### src/rtl/vic64_flash_pkg.sv
// Shared definitions for the flash loader and the SPI flash controller:
// address widths and the state encodings of both state machines, so that
// benches and debug logic can decode either one.
package vic64_flash_pkg;

    localparam int FLASH_ADDR_W = 24;

    // Bulk-copy loader states
    typedef enum logic [2:0] {
        LD_IDLE      = 3'd0,
        LD_REQ_ADDR  = 3'd1,
        LD_WAIT_LOW  = 3'd2,
        LD_WAIT_BYTE = 3'd3,
        LD_WRITE     = 3'd4,
        LD_FINISH    = 3'd5
    } loader_state_e;

    // SPI flash controller states
    typedef enum logic [2:0] {
        FC_IDLE  = 3'd0,
        FC_CMD   = 3'd1,
        FC_ADDR  = 3'd2,
        FC_DUMMY = 3'd3,
        FC_DATA  = 3'd4,
        FC_HOLD  = 3'd5
    } flash_ctrl_state_e;

endpackage

### src/rtl/flash_loader.sv
// Bulk-copy sequencer: drives the flash controller read port and writes
// each delivered byte into on-chip RAM at consecutive (wrapping) addresses.
//
// Handshake with the flash controller: request_read_addr / request_read_next
// are single-cycle pulses; d_ready is a level that stays high after a byte
// is delivered until the next request is seen. A byte is taken only after
// d_ready has been observed low following a request (WAIT_LOW), so each
// low-to-high cycle of d_ready yields exactly one RAM write.
module flash_loader
    import vic64_flash_pkg::*;
#(
    parameter int ADDR_WIDTH = 14
) (
    input  logic                    clk,
    input  logic                    reset,
    input  logic                    start,
    input  logic [FLASH_ADDR_W-1:0] src_addr,
    input  logic [ADDR_WIDTH-1:0]   dst_addr,
    input  logic [ADDR_WIDTH:0]     length,
    output logic                    busy,
    output logic                    done,
    output logic [FLASH_ADDR_W-1:0] flash_addr,
    output logic                    request_read_addr,
    output logic                    request_read_next,
    input  logic                    d_ready,
    input  logic [7:0]              d_out,
    output logic                    ram_we,
    output logic [ADDR_WIDTH-1:0]   ram_addr,
    output logic [7:0]              ram_wdata,
    output loader_state_e           dbg_state
);

    loader_state_e           state_q, state_d;
    logic [ADDR_WIDTH:0]     remaining_q, remaining_d;
    logic [ADDR_WIDTH-1:0]   dst_q, dst_d;
    logic [FLASH_ADDR_W-1:0] src_q, src_d;
    logic [7:0]              wdata_q, wdata_d;

    logic last_byte;
    assign last_byte = (remaining_q == (ADDR_WIDTH+1)'(1));

    // State and datapath registers
    always_ff @(posedge clk) begin
        if (reset) begin
            state_q     <= LD_IDLE;
            remaining_q <= '0;
            dst_q       <= '0;
            src_q       <= '0;
            wdata_q     <= '0;
        end else begin
            state_q     <= state_d;
            remaining_q <= remaining_d;
            dst_q       <= dst_d;
            src_q       <= src_d;
            wdata_q     <= wdata_d;
        end
    end

    // Next-state and datapath update logic
    always_comb begin
        state_d     = state_q;
        remaining_d = remaining_q;
        dst_d       = dst_q;
        src_d       = src_q;
        wdata_d     = wdata_q;
        unique case (state_q)
            LD_IDLE: begin
                if (start) begin
                    src_d       = src_addr;
                    dst_d       = dst_addr;
                    remaining_d = length;
                    state_d     = (length == '0) ? LD_FINISH : LD_REQ_ADDR;
                end
            end
            LD_REQ_ADDR: state_d = LD_WAIT_LOW;
            LD_WAIT_LOW: begin
                // Discard the level left high by the previous byte
                if (!d_ready) state_d = LD_WAIT_BYTE;
            end
            LD_WAIT_BYTE: begin
                if (d_ready) begin
                    wdata_d = d_out;
                    state_d = LD_WRITE;
                end
            end
            LD_WRITE: begin
                dst_d       = dst_q + ADDR_WIDTH'(1);
                remaining_d = remaining_q - (ADDR_WIDTH+1)'(1);
                state_d     = last_byte ? LD_FINISH : LD_WAIT_LOW;
            end
            LD_FINISH: state_d = LD_IDLE;
            default:   state_d = LD_IDLE;
        endcase
    end

    // Outputs decode directly from the registered state, so each pulse lasts
    // exactly one state-cycle and all outputs are zero in reset.
    assign busy              = (state_q != LD_IDLE) && (state_q != LD_FINISH);
    assign done              = (state_q == LD_FINISH);
    assign request_read_addr = (state_q == LD_REQ_ADDR);
    assign ram_we            = (state_q == LD_WRITE);
    assign request_read_next = (state_q == LD_WRITE) && !last_byte;
    assign flash_addr        = src_q;
    assign ram_addr          = dst_q;
    assign ram_wdata         = wdata_q;
    assign dbg_state         = state_q;

endmodule
### config.mk
export PLATFORM = sky130hd
export DESIGN_NAME = flash_loader
export DESIGN_NICKNAME = d
export VERILOG_FILES = /design/src/rtl/vic64_flash_pkg.sv /design/src/rtl/flash_loader.sv
export SDC_FILE = /design/constraint.sdc
export NUM_CORES = 1
export LEC_CHECK = 0
export ABC_CLOCK_PERIOD_IN_PS = 2700
export CAP_MARGIN = 10
export CORE_UTILIZATION = 44
export CTS_CLUSTER_DIAMETER = 120
export CTS_CLUSTER_SIZE = 8
export DETAILED_ROUTE_END_ITERATION = 7
export GPL_ROUTABILITY_DRIVEN = 1
export GPL_TIMING_DRIVEN = 0
export HOLD_SLACK_MARGIN = 0.05
export PLACE_DENSITY = 0.81
export SLEW_MARGIN = 20
export SYNTH_ARGS = -nofsm -noshare
export SYNTH_HDL_FRONTEND = slang
export SYNTH_SLANG_ARGS = --single-unit
### constraint.sdc
create_clock -name clk -period 2.7 [get_ports clk]
set_input_delay 0.81 -clock clk [delete_from_list [all_inputs] [get_ports clk]]
set_output_delay 0.81 -clock clk [all_outputs]
set_load 0.005 [all_outputs]
==> flow_metrics.env <==
export IMPL_outcome="complete, but fails checks"
export IMPL_failed_checks="design-rule violations"
export IMPL_floorplan_die_width_um=84.7
export IMPL_timing_final_max_slew_violations=0
export IMPL_drt_first_iter_violations=299
export IMPL_antenna_found_initial=0
export IMPL_critPathSlowestCell="sky130_fd_sc_hd__dfxtp_1"
export IMPL_worstReg2RegEnd="remaining_q[3]$_SDFFE_PP0P_"
export IMPL_ys_warn_count=0
export IMPL_die_area_um2=7180
export IMPL_final_layout_size_suffix_gt1_frac=0.0775
export IMPL_grt_overflow=0
export IMPL_crit_reg2reg_launch="dbg_state[1]$_SDFFE_PP0P_"
export IMPL_synth_enable_flop_cells=0
export IMPL_clockBufferDepth=2
export IMPL_htree_num_levels=3
export IMPL_netlist_area_leader_share=0.425
export IMPL_clock_skew_final_ps=9.86
export IMPL_rrSetupSlack_ps=520
export IMPL_postRouteAntennaNets=0
export IMPL_whs_path_depth=2
export IMPL_dp_hpwl_um=6850
export IMPL_initial_core_util=0.464
export IMPL_critical_path_stages=5
export IMPL_viasPerCell=5.78
export IMPL_power_per_cell_area_nw_per_um2=558
export IMPL_endpoint_required_time_on_the_critical_path_ps=1890
export IMPL_cp_cell_sequence="nor4_4 -> nand4_1 -> nor3b_2 -> nor2_2 -> clkdlybuf4s15_1"
export IMPL_timing_setup_critical_path_class="reg2out"
export IMPL_vias_in_the_first_global_route=3349
export IMPL_worst_hold_startpoint="flash_addr[23]$_SDFFE_PP0P_"
export IMPL_tritoncts="built"
export IMPL_clk_transition_reported_paths_ps=70
export IMPL_route_detailed_wl_per_inst_um=15.9
export IMPL_holdCritPathClass="reg2reg"
export IMPL_worstSetupStartpointType="flip-flop"
export IMPL_slew_headroom=0.359
export IMPL_finalWorstPathRequiredPeriod_ps=2660
export IMPL_drt_pass1_iter_count=8
export IMPL_r2r_worst_path_cells=5
export IMPL_n_fill_cell=526
export IMPL_place_congestion=0.972
export IMPL_synth_cell_types=51
export IMPL_insertedDiodeCount=0
export IMPL_postSynth_asyncResetShare=0
export IMPL_synth_top_area_cells="sky130_fd_sc_hd__dfxtp_1 (43%), sky130_fd_sc_hd__nand2_1 (10%), sky130_fd_sc_hd__a21oi_1 (9.0%)"
export IMPL_p_leak_nw=1.63
export IMPL_finalSetupViolCount=0
export IMPL_routed_wl_um=9650
export IMPL_syn_avg_cell_area_um2=7.68
export IMPL_number_of_register_bits_inferred_by_synthesis=64
export IMPL_worst_skew_pair_late_latency_ps=330
export IMPL_die_h_um=84.7
export IMPL_cts_root_buffer="sky130_fd_sc_hd__clkbuf_8"
export IMPL_ir_worst_vdd_v=0.000333
export IMPL_detailroute_via_count=3503
export IMPL_library_cell_with_the_highest_instance_count_after_synthesis="sky130_fd_sc_hd__nand2_1"
export IMPL_synthCells=392
export IMPL_hold_worst_slack_ps=453
export IMPL_finalPower_mw=2.56
export IMPL_finalHoldViolations=0
export IMPL_cts_buffers_inserted=9
export IMPL_syn_to_final_growth_pct=52.3
export IMPL_number_of_nets_in_the_final_layout=593
export IMPL_critPathBufInv=1
export IMPL_rsz0062_at_grt="no"
export IMPL_fmax_mhz=376
export IMPL_clock_sinks=64
export IMPL_count_of_unresolved_drc_violations_after_routing=6
export IMPL_cp_arrival_ps=1850
export IMPL_grt_usage=0.268
export IMPL_mappedNetlistArea_um2=3010
export IMPL_core_area_um2=6490
export IMPL_wire_length_of_the_first_global_routing_pass_um=15300
export IMPL_netlist_top_cell_by_area="sky130_fd_sc_hd__dfxtp_1"
export IMPL_worst_path_largest_cell_delay_ps=350
export IMPL_synth_cells_most_frequent="sky130_fd_sc_hd__nand2_1 (84), sky130_fd_sc_hd__dfxtp_1 (64), sky130_fd_sc_hd__a21oi_1 (54)"
export IMPL_hold_path_endpoint="flash_addr[23]$_SDFFE_PP0P_"
export IMPL_worstSetupEndpointType="output port"
export IMPL_number_of_top_level_pins=119
export IMPL_crit_path_leading_delay_family="simple AND/OR/NAND/NOR gates"
export IMPL_cts_hold_buf=0
export IMPL_tightestPinTransition_ps=956
export IMPL_yosys_most_used_dff="sky130_fd_sc_hd__dfxtp_1"
export IMPL_cap_viol_max_count=0
export IMPL_timing_final_crit_share=0.985
export IMPL_port_buffers=118
export IMPL_synth_sequential_area_ratio=0.425
export IMPL_mappedNetlistNets=460
export IMPL_rows=29
export IMPL_grt_start_max_net_pins=18
export IMPL_cp_max_fo=3
-- worst min-delay path, delay by kind of cell (launching register included) --
kind	cells	cell delay, ps
AOI/OAI and AO/OA	1	50
DFF	1	310
and+or+nand+nor	1	50
-- routing by layer --
layer / up-vias / track usage / share of wire
met5: - / 0 / 0
met4: 0 / 0.126 / 0.017
met3: 20 / 0.0659 / 0.089
met2: 194 / 0.449 / 0.48
met1: 1623 / 0.322 / 0.41
li1: 1666 / - / -
-- how the worst max path moves through the flow --
stage                           startpoint                 to
4_1_cts          dbg_state[2]$_SDFFE_PP0P_             ram_we
3_3_place_gp   remaining_q[4]$_SDFFE_PP0P_  request_read_next
5_1_grt        remaining_q[6]$_SDFFE_PP0P_  request_read_next
6_report       remaining_q[6]$_SDFFE_PP0P_  request_read_next
3_5_place_dp   remaining_q[4]$_SDFFE_PP0P_  request_read_next
2_1_floorplan  remaining_q[4]$_SDFFE_PP0P_  request_read_next
-- sequential cells by signal, indices dropped and copies added (netlist names) --
register	flops
dbg_state	3
flash_addr	24
ram_addr	14
ram_wdata	8
remaining_q	15
-- layout by cell type, fill, tap and decap left out, types with 3 or more instances in the layout --
master	netlist	routed
sky130_fd_sc_hd__buf_2	5	4
sky130_fd_sc_hd__clkbuf_1	21	20
sky130_fd_sc_hd__or3_1	4	4
sky130_fd_sc_hd__nand4_1	8	8
sky130_fd_sc_hd__o21ai_0	4	4
sky130_fd_sc_hd__buf_4	0	8
sky130_fd_sc_hd__ha_1	3	3
sky130_fd_sc_hd__nor4_1	6	4
sky130_fd_sc_hd__nor2_1	36	34
sky130_fd_sc_hd__nor2b_1	3	3
sky130_fd_sc_hd__o31ai_1	3	3
sky130_fd_sc_hd__nand2b_1	3	3
sky130_fd_sc_hd__nand2_1	84	84
sky130_fd_sc_hd__nor3_1	6	6
sky130_fd_sc_hd__o311ai_0	3	3
sky130_fd_sc_hd__xor2_1	3	3
sky130_fd_sc_hd__dfxtp_2	0	4
sky130_fd_sc_hd__o211ai_1	6	6
sky130_fd_sc_hd__o221ai_1	3	3
sky130_fd_sc_hd__or4_1	3	3
sky130_fd_sc_hd__nand3_1	15	15
sky130_fd_sc_hd__clkdlybuf4s50_1	0	117
sky130_fd_sc_hd__dfxtp_1	64	59
sky130_fd_sc_hd__a211oi_1	5	5
sky130_fd_sc_hd__a21oi_1	54	54
sky130_fd_sc_hd__a31oi_1	10	10
sky130_fd_sc_hd__clkbuf_8	0	9
-- kinds of logic (layout without fill, tap and decap cells) --
kind of cell / count (synthesis) / in the layout / synth area share
flops: 64 / 64 / 0.425
mux: 3 / 3 / 0.0108
buf+inv: 29 / 166 / 0.0382
simple gates: 182 / 182 / 0.279
compound gates: 106 / 106 / 0.220
xor+xnor: 5 / 5 / 0.0145
fa+ha+maj: 3 / 3 / 0.0125
-- report_power, final --
| part | switching [mW] | internal [mW] | total (mW) |
|---|---|---|---|
| combinational | 0.279 | 0.317 | 0.595 |
| sequential | 0.0721 | 1.02 | 1.09 |
| clock | 0.363 | 0.513 | 0.876 |
| total | 0.714 | 1.85 | 2.56 |
-- timing repair --
| item | 4_1_cts | 5_1_grt |
|---|---|---|
| resized for setup | 16 | 7 |
| buffers inserted | 4 | 2 |
| pin swaps | 4 | 5 |
| setup endpoints to repair | 5 | 4 |
-- through the flow --
stage,instance area (um^2),TNS (ps),worst slack (ps),instances,util
6_report,4590,0,41.3,606,0.706
5_1_grt,4590,0,3.14,606,0.706
4_1_cts,4560,0,11.9,605,0.703
3_5_place_dp,4290,-1780,-360,587,0.660
3_3_place_gp,4290,-1670,-306,587,0.660
2_1_floorplan,3010,0,459,392,-
-- final cells by class --
type                       count  area [um^2]  share of cell area
sequential                    64         1290               0.281
inverter                       3         16.3             0.00355
buffer                        24          103              0.0224
tap                           77         96.3              0.0210
timing repair buffer         124         1230               0.267
multi-input combinational    299         1660               0.361
clock buffer                  11          131              0.0286
clock inverter                 4         70.1              0.0153
Note: power is estimated with default switching activity, not from simulation.
